[src/rtl/cross_product_sequencer_pkg.sv]
// cross_product_sequencer_pkg: lane format, saturation bounds and FSM encoding for the sequential cross product.
package cross_product_sequencer_pkg;
   localparam int ELEM_WIDTH = 19;
   localparam int FRAC_BITS = 10;
   localparam int VEC_WIDTH = 3 * ELEM_WIDTH;
   localparam logic [ELEM_WIDTH-1:0] SAT_MAX = 19'h3FFFF;
   localparam logic [ELEM_WIDTH-1:0] SAT_MIN = 19'h40000;
   typedef enum logic [1:0] {IDLE = 2'd0, MUL = 2'd1, SUB = 2'd2, DONE = 2'd3} state_t;
endpackage

[src/rtl/cross_product_sequencer_fixed_point_mul_sat.sv]
// fixed_point_mul_sat: signed Q8.10 multiply, floor shift by FRAC_BITS, saturate back to one lane.
module fixed_point_mul_sat
   import cross_product_sequencer_pkg::*;
(
   input  logic signed [ELEM_WIDTH-1:0] a,
   input  logic signed [ELEM_WIDTH-1:0] b,
   output logic        [ELEM_WIDTH-1:0] product,
   output logic                         sat
);
   logic signed [2*ELEM_WIDTH-1:0] full;
   logic signed [2*ELEM_WIDTH-1:0] shifted;
   always_comb begin
      full = a * b;
      shifted = full >>> FRAC_BITS;
      // in range only when every bit above the lane sign matches it
      sat = !((&shifted[2*ELEM_WIDTH-1:ELEM_WIDTH-1]) || ~|shifted[2*ELEM_WIDTH-1:ELEM_WIDTH-1]);
      product = sat ? (shifted[2*ELEM_WIDTH-1] ? SAT_MIN : SAT_MAX) : shifted[ELEM_WIDTH-1:0];
   end
endmodule

[src/rtl/cross_product_sequencer.sv]
// cross_product_sequencer: V1 x V2 using one shared multiplier over six cycles plus one subtract cycle.
module cross_product_sequencer
   import cross_product_sequencer_pkg::*;
(
   input  logic                 clk,
   input  logic                 rst_n,
   input  logic                 in_valid,
   output logic                 in_ready,
   input  logic [VEC_WIDTH-1:0] in_vector_1,
   input  logic [VEC_WIDTH-1:0] in_vector_2,
   output logic                 out_valid,
   input  logic                 out_ready,
   output logic [VEC_WIDTH-1:0] out_vector,
   output logic                 overflow,
   output logic                 busy
);
   state_t state, state_next;
   logic [2:0] step;
   logic [VEC_WIDTH-1:0] v1, v2;
   logic [ELEM_WIDTH-1:0] p [6];
   logic flag;
   logic [ELEM_WIDTH-1:0] mul_a, mul_b, mul_p;
   logic mul_sat;
   logic [ELEM_WIDTH:0] dx, dy, dz;
   logic [ELEM_WIDTH-1:0] x1, y1, z1, x2, y2, z2;

   // returns {sat, value} of a - b clamped to one lane
   function automatic logic [ELEM_WIDTH:0] sub_sat(input logic [ELEM_WIDTH-1:0] a, input logic [ELEM_WIDTH-1:0] b);
      logic [ELEM_WIDTH:0] d;
      logic s;
      d = {a[ELEM_WIDTH-1], a} - {b[ELEM_WIDTH-1], b};
      s = d[ELEM_WIDTH] != d[ELEM_WIDTH-1];
      return {s, s ? (d[ELEM_WIDTH] ? SAT_MIN : SAT_MAX) : d[ELEM_WIDTH-1:0]};
   endfunction

   assign {x1, y1, z1} = v1;
   assign {x2, y2, z2} = v2;
   assign in_ready = state == IDLE;
   assign busy = state != IDLE;
   assign dx = sub_sat(p[0], p[1]);
   assign dy = sub_sat(p[2], p[3]);
   assign dz = sub_sat(p[4], p[5]);

   always_comb begin
      mul_a = '0;
      mul_b = '0;
      case (step)
         3'd0: begin mul_a = y1; mul_b = z2; end
         3'd1: begin mul_a = z1; mul_b = y2; end
         3'd2: begin mul_a = z1; mul_b = x2; end
         3'd3: begin mul_a = x1; mul_b = z2; end
         3'd4: begin mul_a = x1; mul_b = y2; end
         3'd5: begin mul_a = y1; mul_b = x2; end
         default: begin mul_a = '0; mul_b = '0; end
      endcase
   end

   fixed_point_mul_sat u_mul (
      .a       (mul_a),
      .b       (mul_b),
      .product (mul_p),
      .sat     (mul_sat)
   );

   always_comb begin
      state_next = state;
      case (state)
         IDLE: state_next = in_valid ? MUL : IDLE;
         MUL:  state_next = (step == 3'd5) ? SUB : MUL;
         SUB:  state_next = DONE;
         DONE: state_next = out_ready ? IDLE : DONE;
         default: state_next = IDLE;
      endcase
   end

   always_ff @(posedge clk or negedge rst_n) begin
      if (!rst_n) state <= IDLE;
      else state <= state_next;
   end

   always_ff @(posedge clk or negedge rst_n) begin
      if (!rst_n) begin
         step <= '0;
         v1 <= '0;
         v2 <= '0;
         flag <= 1'b0;
         for (int i = 0; i < 6; i++) p[i] <= '0;
         out_vector <= '0;
         overflow <= 1'b0;
         out_valid <= 1'b0;
      end else begin
         case (state)
            IDLE: if (in_valid) begin
               v1 <= in_vector_1;
               v2 <= in_vector_2;
               flag <= 1'b0;
               step <= '0;
            end
            MUL: begin
               p[step] <= mul_p;
               flag <= flag | mul_sat;
               step <= step + 3'd1;
            end
            SUB: begin
               out_vector <= {dx[ELEM_WIDTH-1:0], dy[ELEM_WIDTH-1:0], dz[ELEM_WIDTH-1:0]};
               overflow <= flag | dx[ELEM_WIDTH] | dy[ELEM_WIDTH] | dz[ELEM_WIDTH];
               out_valid <= 1'b1;
            end
            DONE: if (out_ready) out_valid <= 1'b0;
            default: ;
         endcase
      end
   end
endmodule

[config.mk]
export PLATFORM = sky130hd
export DESIGN_NAME = cross_product_sequencer
export DESIGN_NICKNAME = d
export VERILOG_FILES = /design/src/rtl/cross_product_sequencer_pkg.sv /design/src/rtl/cross_product_sequencer_fixed_point_mul_sat.sv /design/src/rtl/cross_product_sequencer.sv
export SDC_FILE = /design/constraint.sdc
export NUM_CORES = 2
export LEC_CHECK = 0
export BUFFER_PORTS_ARGS = -buffer_cell sky130_fd_sc_hd__buf_2
export CAP_MARGIN = 10
export CORE_MARGIN = 2
export CORE_UTILIZATION = 28
export DETAILED_ROUTE_END_ITERATION = 6
export PLACE_DENSITY = 0.46
export SETUP_SLACK_MARGIN = 0.05
export SYNTH_ARGS = -nofsm -noshare
export SYNTH_HDL_FRONTEND = slang
export SYNTH_SLANG_ARGS = --single-unit
[constraint.sdc]
create_clock -name clk -period 12.1 [get_ports clk]
set_clock_uncertainty 0.2 [all_clocks]
set_input_delay 0.605 -clock clk [delete_from_list [all_inputs] [get_ports clk]]
set_output_delay 0.605 -clock clk [all_outputs]
set_load 0.01 [all_outputs]
# [After elaboration in Yosys (flattened, before gate mapping)]
# Cells that the tools add are included.
[word_totals] regBits=293 input_bits=118
[op_classes] addsub=4 multipliers=1 n_lt_le_gt_ge=2 n_eq_ne=13 muxes=23 n_bitwise=5 n_reduce_logical=20
[ops] operator="$mux 19" n=9
[ops] operator="$bwmux 114" n=1
[ops] operator="$pmux 19 s3" n=2
[ops] operator="$sub 19x19->20" n=3
[ops] operator="$demux 19 s3" n=1
[ops] operator="$mul 19x19->38" n=1
[ops] operator="$reduce_or 2->1" n=6
[ops] operator="$reduce_and 10->1" n=1
[ops] operator="$reduce_or 10->1" n=1
[ops] operator="$pmux 2 s4" n=1
[ops] operator="$eq 3x2->1 const B" n=2
[ops] operator="$eq 3x3->1 const B" n=2
[ops] operator="$pmux 3 s2" n=1
[ops] operator="$reduce_and 2->1" n=3
[ops] operator="$reduce_bool 2->1" n=3
[ops] operator="$eq 2x2->1 const B" n=2
[ops] operator="$ge 4x4->1 const B" n=1
[ops] operator="$lt 4x1->1 const B" n=1
[ops] operator="$mux 2" n=2
[ops] operator="$ne 2x2->1 const B" n=2
[ops] operator="$not 3->4" n=1
[ops] operator="$or 1x1->1" n=4
[ops] operator="$pmux 1 s2" n=2
[ops] operator="$add 3x1->3 const B" n=1
[ops] operator="10 further kinds" n=15

# [Longest topological paths before layout]
[logic_depth] depth_word=10 depth_mapped=39 mapped_depth_nobuf=32

# [Hierarchy]
# From an unflattened synthesis, not the netlist that was laid out.
[unflattened] hier_cells=2873 hier_area_um2=28792.6
[modules_own_cells] module="cross_product_sequencer" instances=1 cells_each=1354 area_per_inst_um2=14948.1 seq_area_each_um2=7332.0
[modules_own_cells] module="fixed_point_mul_sat" instances=1 cells_each=1519 area_per_inst_um2=13844.5 seq_area_each_um2=0.0

# [Least setup slack after synthesis]
# No wires, ideal clock.
[synth_timing] path_type="register to register" start="register step[0]" end="register p[10] (netlist bit)" setup_time_ns=0.094 arrival_time_ns=9.334 t_required_ns=11.806 slack_ns=2.472 stages_incl_launch_ff=37 synth_period_minus_slack_ns=9.628 cell_sequence="dfrtp_1 clkbuf_1 inv_1 ha_1 buf_4 nor2b_1 or2_2 clkbuf_1 a222oi_1 clkbuf_1 clkbuf_1 nor2_1 fa_1 inv_1 fa_1 fa_1 inv_1 fa_1 fa_1 fa_1 inv_1 fa_1 inv_1 ha_1 clkbuf_1 a21o_1 a21oi_1 o21bai_1 a2111oi_2 o311ai_2 and2_1 buf_6 xnor2_2 nor4_4 a311oi_4 buf_6 a221oi_2"
[synth_via] elab_chain_len=9 word_cells_on_any_way=28 cone_classes="1 x mul; 2 x order compare; 5 x eq/ne; 7 x mux; 1 x bitwise; 12 x reduce/logical"
[synth_lines] element="start, declared" line_no="cross_product_sequencer.sv:18" source="logic [2:0] step;"
[synth_lines] element="start signal, assigned" line_no="cross_product_sequencer.sv:102" source="step <= step + 3'd1;"
[synth_lines] element="$eq 3x3->1, or another cell as far along" line_no="cross_product_sequencer.sv:47" source="case (step)"
[synth_lines] element="$reduce_or 2->1 (no source line)"
[synth_lines] element="$pmux 19 s3" line_no="cross_product_sequencer.sv:47"
[synth_lines] element="$mul 19x19->38" line_no="cross_product_sequencer_fixed_point_mul_sat.sv:13" source="full = a * b;"
[synth_lines] element="$reduce_or 10->1" line_no="cross_product_sequencer_fixed_point_mul_sat.sv:16" source="sat = !((&shifted[2*ELEM_WIDTH-1:ELEM_WIDTH-1]) || ~|shifted[2*ELEM_WIDTH-1:ELEM_WIDTH-1]);"
[synth_lines] element="$logic_not 1->1" line_no="cross_product_sequencer_fixed_point_mul_sat.sv:16"
[synth_lines] element="$logic_or 1x1->1" line_no="cross_product_sequencer_fixed_point_mul_sat.sv:16"
[synth_lines] element="$mux 19" line_no="cross_product_sequencer_fixed_point_mul_sat.sv:17" source="product = sat ? (shifted[2*ELEM_WIDTH-1] ? SAT_MIN : SAT_MAX) : shifted[ELEM_WIDTH-1:0];"
[synth_lines] element="$bwmux 114 (*)" line_no="cross_product_sequencer.sv:100" source="p[step] <= mul_p;"
[synth_lines] element="end signal, assigned by index" line_no="cross_product_sequencer.sv:100"
[synth_lines] element="end, declared" line_no="cross_product_sequencer.sv:20" source="logic [ELEM_WIDTH-1:0] p [6];"
# Every way passes the cells marked *; elsewhere a longest branch is shown, timed or not.
# A chain may end at the register's enable or synchronous reset.

# [Worst setup path in the final report]
[layout_timing] start="register step[1]" end="register p[95] (netlist bit)"
# Same word-level chain as after synthesis.

==> results.yml <==
clock_network:
  clk_pin_slew_worst_setup_hold_paths_ns: 0.06
  worst_skew_pair.late_latency_ns: 0.57
  htreeDepth: 2
  number_of_buffers_between_clock_root_and_the_deepest_sink: 3
  post_cts_buffers: 0
  root_driver: "clkbuf_16"
  clock_sink_count: 293
  numCtsBuffers: 36
  cts_tree: "yes"
synth:
  synthesis.area_um2: 29480
  number_of_register_bits_inferred_by_synthesis: 293
  synth_cells: 3358
  synth.distinct_cells: 85
  synth_enable_flop_cells: 0
  synthArstFlopShare: 1.000
  synth.yosys.warnings: 0
  postSynth.topFlopCell: "dfrtp_1"
  synth_fp_nets: 4017
  synth.yosys.seq_area_share: 0.2487
  mean_post_synth_cell_area_um2: 8.778
sta:
  totalNegativeSetupSlack_ns: 0
  rsz_0062_raised_after_global_routing: "false"
  number_of_setup_violations_in_the_final_report: 0
  fmax_mhz: 91.36
  slew_headroom: 0.1191
  finalWorstPathRequiredPeriod_ns: 10.95
  period_share: 0.9046
  fin_hold_ws_ns: 0.03395
  tightestPinTransition_ns: 1.317
  final_max_slew_viol_count: 0
  finalHoldViolCount: 0
floorplanning:
  initial_standard_cell_utilization_of_the_core: 0.2812
  num_io_pins: 179
  design.core.area_um2: 104800
  die_width_um: 328.5
  dieHeight_um: 328.5
  placementRows: 119
  floorplan.die_area_um2: 107900
route:
  drc_errors: 2
  detail_route.wirelength_mm: 90.82
  wl_per_cell_um: 18.68
  number_of_vias_per_cell_after_detailed_routing: 4.694
  drt_first_iter_violations: 1436
  route.vias.total: 22820
  drtPass1Iterations: 7
  drt.antenna.violating_nets: 0
worst_setup_path:
  timing.reg2reg.setup_slack_ns: 1.15
  cp_max_fo: 18
  worst-endpoint-arrival_ns: 11.12
  required_ns: 12.28
  critical_path.startpoint_type: "flop"
  r2r-end: "p[95]$_DFFE_PN0P_"
  endpoint_kind: "flop"
  worst-r2r-cell-count: 25
  path_class: "reg2reg"
  reg2reg_start: "step[1]$_DFFE_PN0P_"
worst_hold_path:
  endpoint_of_the_worst_hold_path: "v2[34]$_DFFE_PN0P_"
  holdCritPathClass: "in2reg"
  timing.hold.worst_path_depth: 3
  worstHoldStart: "in_vector_2[34]"
placed_design:
  weighted_congestion_reported_at_the_end_of_routability_driven_placement: 0.8601
  dp_hpwl_mm: 70.63
  buffer_ports.inserted: 178
status:
  run_status: "complete, but fails checks"
  failing_checks: "DRC"
global_routing:
  globalRouteOverflowTotal: 0
  globalRouteTotalUtil: 0.1691
  antenna_found_initial: 0
  grt_max_degree: 147
  grt_pass1_wl_mm: 142.5
  vias_in_the_first_global_route: 23562
cells_and_area:
  share_of_final_layout_standard_cells_stronger_than_drive_strength_1: 0.1129
  antenna_cells: 0
  flow.area_growth_from_synthesis_pct: 12.06
  design.final.nets: 4103
run:
  drv.max_cap_violation_count: 0
==> critical path, stage by stage, from the launching register on <==
cell and delay, ns:
dfrtp_1 0.50, inv_1 0.23, ha_1 0.44, nand2_1 0.16, nand2_1 0.60, nand2_1 0.16
nand2_1 0.42, nand2_1 0.27, fa_1 0.72, fa_1 0.48, fa_1 0.80, inv_1 0.25
fa_1 0.50, fa_1 0.56, fa_1 0.42, ha_1 0.29, ha_1 0.39, a21o_1 0.25
a211o_1 0.32, a2111oi_2 0.35, o311ai_2 0.17, and2_1 0.27, a211oi_1 0.36, xnor2_2 0.41
a311oi_4 1.10, a221oi_1 0.10
==> state kept, by name (all words and copies together) (netlist names) <==
signal	flops
p	114
state	2
v1	57
flag	1
out_vector	57
v2	57
step	3
overflow	1
out_valid	1
==> layout make-up <==
cell class / instances / area (um^2)
Sequential cell: 293 / 7332
Multi-Input combinational cell: 2419 / 19690
Clock buffer: 46 / 1008
Inverter: 477 / 1790
Tap cell: 1391 / 1740
Fill cell: 11197 / 71790
Clock inverter: 19 / 235.2
Timing Repair Buffer: 217 / 1239
==> cell usage after synthesis, drive strengths merged (15+ instances only) <==
cell	count	area, um^2
nor2	391	1470
xnor2	48	435.4
o21a	16	120.1
nand2b	28	175.2
clkbuf	145	544.3
xor2	16	140.1
o21ai	107	539.3
o31ai	15	112.6
dfrtp	293	7332
a22oi	35	262.8
buf	24	187.7
nand3	26	130.1
nor2b	18	112.6
nand2	711	2676
nor3	19	106.4
a21o	37	277.8
or3	18	112.6
ha	170	2127
fa	371	7427
and3	17	106.4
a21oi	73	369.1
inv	477	1790
a211oi	58	585.6
a221oi	62	754.5
and2	39	244.0
==> how the worst max path moves through the flow <==
stage / to / start / cells after the start / slack (ns)
floorplan: p[10]$_DFFE_PN0P_ / step[0]$_DFFE_PN0P_ / 36 / 2.47
global placement: p[96]$_DFFE_PN0P_ / step[1]$_DFFE_PN0P_ / 25 / 1.34
detailed placement: p[95]$_DFFE_PN0P_ / step[1]$_DFFE_PN0P_ / 25 / 1.06
CTS: p[95]$_DFFE_PN0P_ / step[1]$_DFFE_PN0P_ / 25 / 1.04
global route: p[95]$_DFFE_PN0P_ / step[1]$_DFFE_PN0P_ / 25 / 0.47
finish: p[95]$_DFFE_PN0P_ / step[1]$_DFFE_PN0P_ / 25 / 1.15
==> kinds of logic (layout without fill, tap and decap cells) <==
logic type | Yosys count | after routing | synth area share
AOI/OAI and AO/OA | 501 | 501 | 0.1355
xor gates and xnor gates | 64 | 64 | 0.01953
adders and majority gates | 543 | 543 | 0.3248
buffers and inverters | 646 | 759 | 0.08558
DFF | 293 | 293 | 0.2487
muxes | 6 | 6 | 0.002250
and+or+nand+nor | 1305 | 1305 | 0.1835
==> metal layers <==
metal,GRT usage,vias up,wire length (um)
met5,0,-,0
met2,0.2597,546,39450
met4,0.04040,0,2017
li1,-,10857,-
met1,0.2518,11325,45490
met3,0.02062,92,3865
==> cell usage in the layout, fill, tap and decap left out, types with 36 or more instances in the layout <==
cell and instances:
ha_1 170, buf_2 177, a21oi_1 72, dfrtp_1 293, nand2_1 709, inv_1 476, a21o_1 37, xnor2_1 46
clkbuf_16 36, o21ai_0 100, nor2_1 390, fa_1 371
==> per-stage QoR <==
stage	cells	setup slack, ns	util	instance area (um^2)
floorplan	3358	2.472	-	29480
global placement	4794	1.335	0.3030	31760
detailed placement	4794	1.062	0.3030	31760
CTS	4862	1.042	0.3151	33030
global route	4862	0.4741	0.3151	33030
finish	4862	1.154	0.3151	33030
==> repair_timing <==
action	CTS	global route
hold buffers	3	0
hold endpoints to repair	78	0
gates resized for setup	0	0
Power is left out: the tool's default activity adds up to more than one toggle a clock period on the data nets, which glitch-free logic cannot reach.
